**config.mk**
```make
export PLATFORM = sky130hd
export DESIGN_NAME = param_mac_pe_flat
export DESIGN_NICKNAME = d
export VERILOG_FILES = /design/src/rtl/param_mac_pe_if.sv /design/src/rtl/param_mac_pe.sv /design/src/flat_wrapper.sv
export SDC_FILE = /design/constraint.sdc
export NUM_CORES = 1
export LEC_CHECK = 0
export CAP_MARGIN = 10
export CORE_ASPECT_RATIO = 1.1
export CORE_UTILIZATION = 42
export CTS_CLUSTER_SIZE = 30
export DETAILED_ROUTE_END_ITERATION = 6
export PLACE_DENSITY = 0.61
export SYNTH_ARGS = -nofsm -noshare
export SYNTH_HDL_FRONTEND = slang
export SYNTH_SLANG_ARGS = --single-unit
```
**constraint.sdc**
```tcl
create_clock -name clk -period 11.2 [get_ports clk]
set_input_delay 2.24 -clock clk [delete_from_list [all_inputs] [get_ports clk]]
set_output_delay 2.24 -clock clk [all_outputs]
set_load 0.01 [all_outputs]
```
**src/rtl/param_mac_pe_if.sv**
```systemverilog
// param_mac_pe_if: data/control bundle between a systolic row controller (master)
// and one multiply-accumulate PE (slave). Clock and reset stay outside the bundle.
interface param_mac_pe_if #(
    parameter int DW     = 8,
    parameter int WDEPTH = 4,
    parameter int ACCW   = 24,
    parameter int CNTW   = 8
);
    localparam int IW = (WDEPTH > 1) ? $clog2(WDEPTH) : 1;

    logic                   pipe_en;
    logic signed [DW-1:0]   imap_in;
    logic signed [DW-1:0]   imap_out;
    logic signed [DW-1:0]   wt_load;
    logic                   wt_load_en;
    logic [IW-1:0]          wt_load_idx;
    logic [IW-1:0]          wt_sel;
    logic                   pe_en;
    logic [CNTW-1:0]        acc_num;
    logic                   acc_clr;
    logic signed [2*DW-1:0] product;
    logic signed [ACCW-1:0] psum;
    logic                   psum_vld;
    logic                   sat_flag;

    modport master (
        output pipe_en, imap_in, wt_load, wt_load_en, wt_load_idx, wt_sel,
               pe_en, acc_num, acc_clr,
        input  imap_out, product, psum, psum_vld, sat_flag
    );

    modport slave (
        input  pipe_en, imap_in, wt_load, wt_load_en, wt_load_idx, wt_sel,
               pe_en, acc_num, acc_clr,
        output imap_out, product, psum, psum_vld, sat_flag
    );
endinterface

```
**src/rtl/param_mac_pe.sv**
```systemverilog
// param_mac_pe: parametrised multiply-accumulate PE.
// imap shift register -> selectable weight buffer -> registered multiplier ->
// counted accumulator emitting one psum per group of acc_num products.
// Optional macro PE_SAT_EN: saturating accumulation with sticky sat_flag;
// when undefined the accumulator wraps and sat_flag is tied 0.
module param_mac_pe #(
    parameter int DW     = 8,
    parameter int WDEPTH = 4,
    parameter int ACCW   = 24,
    parameter int CNTW   = 8
) (
    input logic         clk,
    input logic         rst,
    param_mac_pe_if.slave pe
);
    localparam int IW = (WDEPTH > 1) ? $clog2(WDEPTH) : 1;

    typedef enum logic {IDLE, ACCUM} state_t;

    state_t                 state_q, state_d;
    logic signed [DW-1:0]   imap_q, imap_d;
    logic signed [DW-1:0]   wbuf_q [WDEPTH];
    logic signed [DW-1:0]   wbuf_d [WDEPTH];
    logic signed [DW-1:0]   weight;
    logic signed [2*DW-1:0] product_q, product_d;
    logic                   prod_vld_q, prod_vld_d;
    logic [CNTW-1:0]        cnt_q, cnt_d, n_q, n_d;
    logic signed [ACCW-1:0] acc_q, acc_d, psum_q, psum_d;
    logic                   psum_vld_q, psum_vld_d;

    logic signed [ACCW-1:0] prod_ext, base, sum_w;
    logic [CNTW-1:0]        grp_n, cnt_inc;
    logic                   first, done;
`ifdef PE_SAT_EN
    logic                   sat_q, sat_d;
    logic signed [ACCW:0]   sum_x;
    logic                   ovf;
`endif

    // Front end: imap shift, weight read/write and multiplier stage
    always_comb begin
        imap_d = pe.pipe_en ? pe.imap_in : imap_q;
        weight = '0;
        if (int'(pe.wt_sel) < WDEPTH) weight = wbuf_q[pe.wt_sel];
        for (int unsigned i = 0; i < WDEPTH; i++) begin
            wbuf_d[i] = wbuf_q[i];
            if (pe.wt_load_en && pe.wt_load_idx == IW'(i)) wbuf_d[i] = pe.wt_load;
        end
        product_d  = pe.pe_en ? (2*DW)'(weight) * (2*DW)'(imap_q) : '0;
        prod_vld_d = pe.pe_en;
    end

    // Accumulator datapath: group length, counter increment and (wrapped or saturated) sum
    always_comb begin
        first    = (state_q == IDLE);
        grp_n    = first ? ((pe.acc_num == '0) ? CNTW'(1) : pe.acc_num) : n_q;
        cnt_inc  = cnt_q + CNTW'(1);
        done     = (cnt_inc == grp_n);
        prod_ext = ACCW'(product_q);
        base     = first ? '0 : acc_q;
`ifdef PE_SAT_EN
        sum_x = (ACCW+1)'(base) + (ACCW+1)'(prod_ext);
        ovf   = (sum_x[ACCW] != sum_x[ACCW-1]);
        if (!ovf)              sum_w = sum_x[ACCW-1:0];
        else if (sum_x[ACCW])  sum_w = {1'b1, {(ACCW-1){1'b0}}};
        else                   sum_w = {1'b0, {(ACCW-1){1'b1}}};
`else
        sum_w = base + prod_ext;
`endif
    end

    // Counter FSM: next state, accumulator, psum and pulse
    always_comb begin
        state_d    = state_q;
        cnt_d      = cnt_q;
        n_d        = n_q;
        acc_d      = acc_q;
        psum_d     = psum_q;
        psum_vld_d = 1'b0;
`ifdef PE_SAT_EN
        sat_d      = sat_q;
`endif
        if (pe.acc_clr) begin
            state_d = IDLE;
            cnt_d   = '0;
            acc_d   = '0;
`ifdef PE_SAT_EN
            sat_d   = 1'b0;
`endif
        end else if (prod_vld_q) begin
            acc_d = sum_w;
            n_d   = grp_n;
`ifdef PE_SAT_EN
            if (ovf) sat_d = 1'b1;
`endif
            if (done) begin
                psum_d     = sum_w;
                psum_vld_d = 1'b1;
                cnt_d      = '0;
                state_d    = IDLE;
            end else begin
                cnt_d   = cnt_inc;
                state_d = ACCUM;
            end
        end
    end

    // State register with synchronous reset
    always_ff @(posedge clk) begin
        if (rst) begin
            state_q    <= IDLE;
            imap_q     <= '0;
            for (int unsigned i = 0; i < WDEPTH; i++) wbuf_q[i] <= '0;
            product_q  <= '0;
            prod_vld_q <= 1'b0;
            cnt_q      <= '0;
            n_q        <= '0;
            acc_q      <= '0;
            psum_q     <= '0;
            psum_vld_q <= 1'b0;
`ifdef PE_SAT_EN
            sat_q      <= 1'b0;
`endif
        end else begin
            state_q    <= state_d;
            imap_q     <= imap_d;
            for (int unsigned i = 0; i < WDEPTH; i++) wbuf_q[i] <= wbuf_d[i];
            product_q  <= product_d;
            prod_vld_q <= prod_vld_d;
            cnt_q      <= cnt_d;
            n_q        <= n_d;
            acc_q      <= acc_d;
            psum_q     <= psum_d;
            psum_vld_q <= psum_vld_d;
`ifdef PE_SAT_EN
            sat_q      <= sat_d;
`endif
        end
    end

    assign pe.imap_out = imap_q;
    assign pe.product  = product_q;
    assign pe.psum     = psum_q;
    assign pe.psum_vld = psum_vld_q;
`ifdef PE_SAT_EN
    assign pe.sat_flag = sat_q;
`else
    assign pe.sat_flag = 1'b0;
`endif
endmodule

```
**src/flat_wrapper.sv**
```systemverilog
// flat-port wrapper written by rule: the top's interface ports become plain ports
module param_mac_pe_flat 
#(
    parameter int DW     = 8,
    parameter int WDEPTH = 4,
    parameter int ACCW   = 24,
    parameter int CNTW   = 8
)
  (clk, rst, pe_pipe_en, pe_imap_in, pe_wt_load, pe_wt_load_en, pe_wt_load_idx, pe_wt_sel, pe_pe_en, pe_acc_num, pe_acc_clr, pe_imap_out, pe_product, pe_psum, pe_psum_vld, pe_sat_flag);
  param_mac_pe_if #(.DW(DW), .WDEPTH(WDEPTH), .ACCW(ACCW), .CNTW(CNTW)) pe_i ();
  input logic clk;
  input logic rst;
  input wire logic [$bits(pe_i.pipe_en)-1:0] pe_pipe_en;
  input wire logic [$bits(pe_i.imap_in)-1:0] pe_imap_in;
  input wire logic [$bits(pe_i.wt_load)-1:0] pe_wt_load;
  input wire logic [$bits(pe_i.wt_load_en)-1:0] pe_wt_load_en;
  input wire logic [$bits(pe_i.wt_load_idx)-1:0] pe_wt_load_idx;
  input wire logic [$bits(pe_i.wt_sel)-1:0] pe_wt_sel;
  input wire logic [$bits(pe_i.pe_en)-1:0] pe_pe_en;
  input wire logic [$bits(pe_i.acc_num)-1:0] pe_acc_num;
  input wire logic [$bits(pe_i.acc_clr)-1:0] pe_acc_clr;
  output wire logic [$bits(pe_i.imap_out)-1:0] pe_imap_out;
  output wire logic [$bits(pe_i.product)-1:0] pe_product;
  output wire logic [$bits(pe_i.psum)-1:0] pe_psum;
  output wire logic [$bits(pe_i.psum_vld)-1:0] pe_psum_vld;
  output wire logic [$bits(pe_i.sat_flag)-1:0] pe_sat_flag;
  assign pe_i.pipe_en = pe_pipe_en;
  assign pe_i.imap_in = pe_imap_in;
  assign pe_i.wt_load = pe_wt_load;
  assign pe_i.wt_load_en = pe_wt_load_en;
  assign pe_i.wt_load_idx = pe_wt_load_idx;
  assign pe_i.wt_sel = pe_wt_sel;
  assign pe_i.pe_en = pe_pe_en;
  assign pe_i.acc_num = pe_acc_num;
  assign pe_i.acc_clr = pe_acc_clr;
  assign pe_imap_out = pe_i.imap_out;
  assign pe_product = pe_i.product;
  assign pe_psum = pe_i.psum;
  assign pe_psum_vld = pe_i.psum_vld;
  assign pe_sat_flag = pe_i.sat_flag;
  param_mac_pe #(.DW(DW), .WDEPTH(WDEPTH), .ACCW(ACCW), .CNTW(CNTW)) u_core (.clk(clk), .rst(rst), .pe(pe_i));
endmodule
```
# == Yosys cells after proc, flatten, opt, wreduce, memory -nomap -nowiden ==
# Memories as Yosys holds them, arrays and structs flattened.
# Cells that the tools add are included.
# word_totals
regBits,91
mem_bits_rw,32
in_bits,34
output_inout_bits,50
elab_cells,60
memories,1
# op_classes
addsub,2
multipliers,1
n_eq_ne,8
mux,17
bitwise_logic,7
n_reduce_logical,15
# memory_table
name,depth,width,read_ports,rd_ports_with_merged_regs,write_ports,line,source
u_core.wbuf_q,4,8,1,0,4,param_mac_pe.sv:22,logic signed [DW-1:0] wbuf_q [WDEPTH];
# op_table
op,n
2-to-1 mux 8 bit,11
adder 24 x 16 -> 24 bit,1
2-to-1 mux 24 bit,1
multiplier 8 x 8 -> 16 bit,1
AND reduction 2 bit,5
adder 8 x 1 -> 8 bit (second input constant),1
== test 8 bit,1
zero test 8 bit,1
2-to-1 mux 1 bit,5
== test 2 bit (second input constant),2
logical AND 1 bit,4
!= test 1 bit (second input constant),4
OR 1 bit,4
OR reduction 2 bit,2
NOT 1 bit,3
AND reduction 3 bit,1
OR reduction 3 bit,1
== test 2 x 1 -> 1 bit (second input constant),1
zero test 2 bit,1

# == Longest topological paths before layout ==
# depth
ltp_word,5
mapped_depth,19
depth_no_buf,18

# == Least setup slack after synthesis ==
# OpenSTA, ideal clock, no wires.
# synth_timing
path_type,input to register
start,in pe_wt_sel[0]
end,reg u_core.product_q[15] (netlist: u_core.pe.product[15])
setup_ps,128
t_arrival_ps,6842
required_ps,11072
path_slack_ps,4231
path_stages,15
n_path_buf,1
path_cell_list,clkbuf_1 -> mux4_2 -> and2_1 -> fa_1 -> inv_1 -> fa_1 -> fa_1 -> fa_1 -> inv_1 -> ha_1 -> or3_1 -> o32ai_1 -> a21o_1 -> xnor2_1 -> nor2_1
# synth_via
elab_chain_len,2
# synth_lines
element,line,source
start: declaration,flat_wrapper.sv:18,input wire logic [$bits(pe_i.wt_sel)-1:0] pe_wt_sel;
memory read (4 x 8 bit),-,
multiplier 8 x 8 -> 16 bit,param_mac_pe.sv:49,product_d = pe.pe_en ? (2*DW)'(weight) * (2*DW)'(imap_q) : '0;
end signal: assignment,param_mac_pe.sv:128,product_q <= product_d;
end: declaration,param_mac_pe.sv:25,"logic signed [2*DW-1:0] product_q, product_d;"
# Every way passes these cells.
# A chain may end at the register's enable or synchronous reset.

# == Worst setup path in the final report ==
# layout_timing
start,in pe_wt_sel[0]
end,reg u_core.product_q[14] (netlist: u_core.pe.product[14])
# Same word-level chain as after synthesis.

==> metrics.yaml <==
outcome:
  status: "finished, final reports clean"
clocking:
  cts_sinks: 123
  cts_setup_buffers: 0
  cts_root_buf: "clkbuf_16"
  clock_latency_ps: 430
  h-tree-depth: 4
  hold_buffers: 0
  cts_tree: "built"
  cts_buffers: 17
  clk_path_buf_depth: 2
  clk_pin_slew_ps: 60
  post_cts_resized: 0
logic_synthesis:
  yosysTopAreaCellShare_pct: 20.7
  synthCells: 936
  synth_top_area_cell: "dfxtp_1"
  netlist_area_mm2: 0.00882
  ys_seq_area_share_pct: 31.6
  synth_edf_count: 32
  syn_area_per_cell_um2: 9.42
  synthTopCellsByArea: "dfxtp_1 21%, fa_1 13%, edfxtp_1 11%, and2_1 7.5%, ha_1 7.5%"
  ys.flop_type: "dfxtp_1"
  synth-seq-cells: 123
  ys_warn_count: 0
  synth_cell_types: 63
  synth-async-reset-ratio_pct: 0
  syn-num-nets: 1079
die:
  ios: 84
  die_h_um: 154
  coreArea_mm2: 0.0206
  dieArea_mm2: 0.0216
  row_count: 55
  initial_core_util_pct: 42.9
  die_w_um: 140
finish:
  syn_to_final_growth_pct: 18.1
  final_common_cell: "and2_1"
  n_antenna_cell: 0
  drive_gt1_share_pct: 5.79
  fin_nets: 1149
  final_cell_mix: "106 x and2_1, 91 x dfxtp_1, 89 x inv_1"
  final_util_pct: 50.6
worst_setup_path:
  ff2ff_path_depth: 16
  critPathMaxStageDelay_ps: 850
  cp.arrival_ps: 7480
  crit_chain: "clkdlybuf4s50_1, mux4_2, and2_1, fa_1, inv_1, fa_1, inv_1, fa_1, inv_1, fa_1, inv_1, ha_1, nor4_1, a21oi_1, a21oi_1, xor2_1, nor2_1"
  critical_path_depth: 17
  crit_type: "input port to flip-flop"
  crit_family: "adder cells"
  cpMaxStageDelayCell: "clkdlybuf4s50_1"
  end_kind: "flip-flop"
  start_kind: "input port"
  cp_max_fo: 8
  path_buf_inv: 5
  worstPathRequired_ps: 11490
pwr:
  ir_drop_v: 0.000112
  totalPowerFinal_mw: 1.39
  power.share.sequential_pct: 36.0
  switchingPower_uw: 427
  powerDensity_mw_per_mm2: 133
  p_sw_share_pct: 30.8
  combinationalPowerShare_pct: 24.2
  p_leak_nw: 4.30
  clockPowerShare_pct: 39.8
  p_int_uw: 958
routing:
  drc_errors: 0
  ant_nets: 0
  wl_per_cell_um: 15.2
  wirelength_mm: 19.4
  drt_iter0_drc: 252
  vias: 6540
  dr.pass1.iters: 4
  viasPerCell: 5.13
global_routing:
  grt_pass1_vias: 6707
  grt_usage_pct: 19.2
  grt_max_degree: 43
  overflow: 0
  grt_antenna_before_repair: 0
  grt_pass1_wl_mm: 32.7
flow_run:
  cap_violations: 0
placed_design:
  dp_slack_ps: 3500
  hpwl_mm: 14.8
  gp_congestion: 0.826
  portBuffers: 82
sta:
  maxSlewHeadroom_pct: 36.1
  final_max_slew_viol_count: 0
  fmax_mhz: 139
  min_period_ps: 7180
  fin_skew_ps: 10.1
  worst_slew_pin_slew_ps: 935
  holdWs_ps: 465
  finalSetupViolCount: 0
  setup_slack_ps: 4020
  fin_crit_sh_pct: 64.1
  tns_ps: 0
  finalHoldViolations: 0
  rsz0062_at_grt: "false"
min_path:
  holdPathStages: 2
  hold_class: "flip-flop to flip-flop"
==> path summary, 6_finish.rpt <==
kind,startpoint,end,slack (ps)
min reg2reg,u_core.acc_q[18]$_SDFFE_PP0P_,u_core.acc_q[18]$_SDFFE_PP0P_,470
min,u_core.acc_q[18]$_SDFFE_PP0P_,u_core.acc_q[18]$_SDFFE_PP0P_,470
max,pe_wt_sel[0],u_core.pe.product[14]$_SDFF_PP0_,4020
max reg2reg,u_core.wbuf_q[3][7]$_SDFFCE_PN0P_,u_core.pe.product[14]$_SDFF_PP0_,6430
==> Yosys cell counts, types with 4 or more instances <==
master,instances
and2_1,106
dfxtp_1,91
inv_1,89
nor2_1,87
fa_1,56
ha_1,53
nand2_1,51
mux2i_1,48
a21oi_1,38
o21ai_0,36
edfxtp_1,32
clkbuf_1,27
xnor2_1,27
xor2_1,23
nand3_1,14
a211oi_1,13
a21o_1,13
nor3_1,12
nor2b_1,10
nand2b_1,9
mux4_2,8
nand4_1,8
o21a_1,6
a31oi_1,5
o31ai_1,5
nor4_1,4
o211ai_1,4
or2_2,4
==> registers in the layout, summed over array words and instances (netlist names) <==
name and cells:
u_core.pe.product 16, u_core.wbuf_q 32, u_core.cnt_q 8, u_core.pe.imap_out 8, u_core.acc_q 24, u_core.prod_vld_q 1, u_core.pe.psum_vld 1, u_core.n_q 8
u_core.pe.psum 24, u_core.state_q 1
==> per-stage QoR <==
stage | area, um^2 | instances
after floorplan | 8820 | 936
after global placement | 9830 | 1243
after detailed placement | 9830 | 1243
after CTS | 10400 | 1275
after global routing | 10400 | 1275
final | 10400 | 1275
==> power by group through the flow <==
stage	Combinational (mW)	Clock, mW	Sequential (mW)
after floorplan	0.244	0	0.504
after global placement	0.333	0	0.509
after detailed placement	0.339	0	0.509
after CTS	0.341	0.560	0.499
after global routing	0.386	0.582	0.501
final	0.335	0.552	0.499
==> logic make-up after synthesis <==
logic type / count (synthesis) / share of synthesized area, %
muxes: 57 / 7.62
buffers and inverters: 127 / 5.75
adders and majority gates: 109 / 20.2
DFF: 123 / 31.6
xor gates and xnor gates: 51 / 5.15
other: 1 / 0.0425
AOI/OAI and AO/OA: 146 / 10.6
and+or+nand+nor: 322 / 19.1
==> worst min-delay path: stages, from the launching register on <==
cell	delay (ps)
dfxtp_1	310
nand2_1	60
a21oi_1	60
==> routing by layer <==
metal	track usage, %	vias to the layer above	wire (um)
li1	-	3303	-
met1	22.8	3115	8320
met2	34.5	93	10100
met3	3.55	29	577
met4	6.44	0	374
met5	0	-	0
==> cell type report <==
cell class / count / area (um^2)
fill: 1903 / 10200
tap: 256 / 320
inverter: 90 / 338
clock inverter: 15 / 163
timing repair buffer: 88 / 861
clock buffer: 17 / 425
sequential: 123 / 2780
multi-input combinational: 686 / 5530
(Power assumes the default switching activity.)
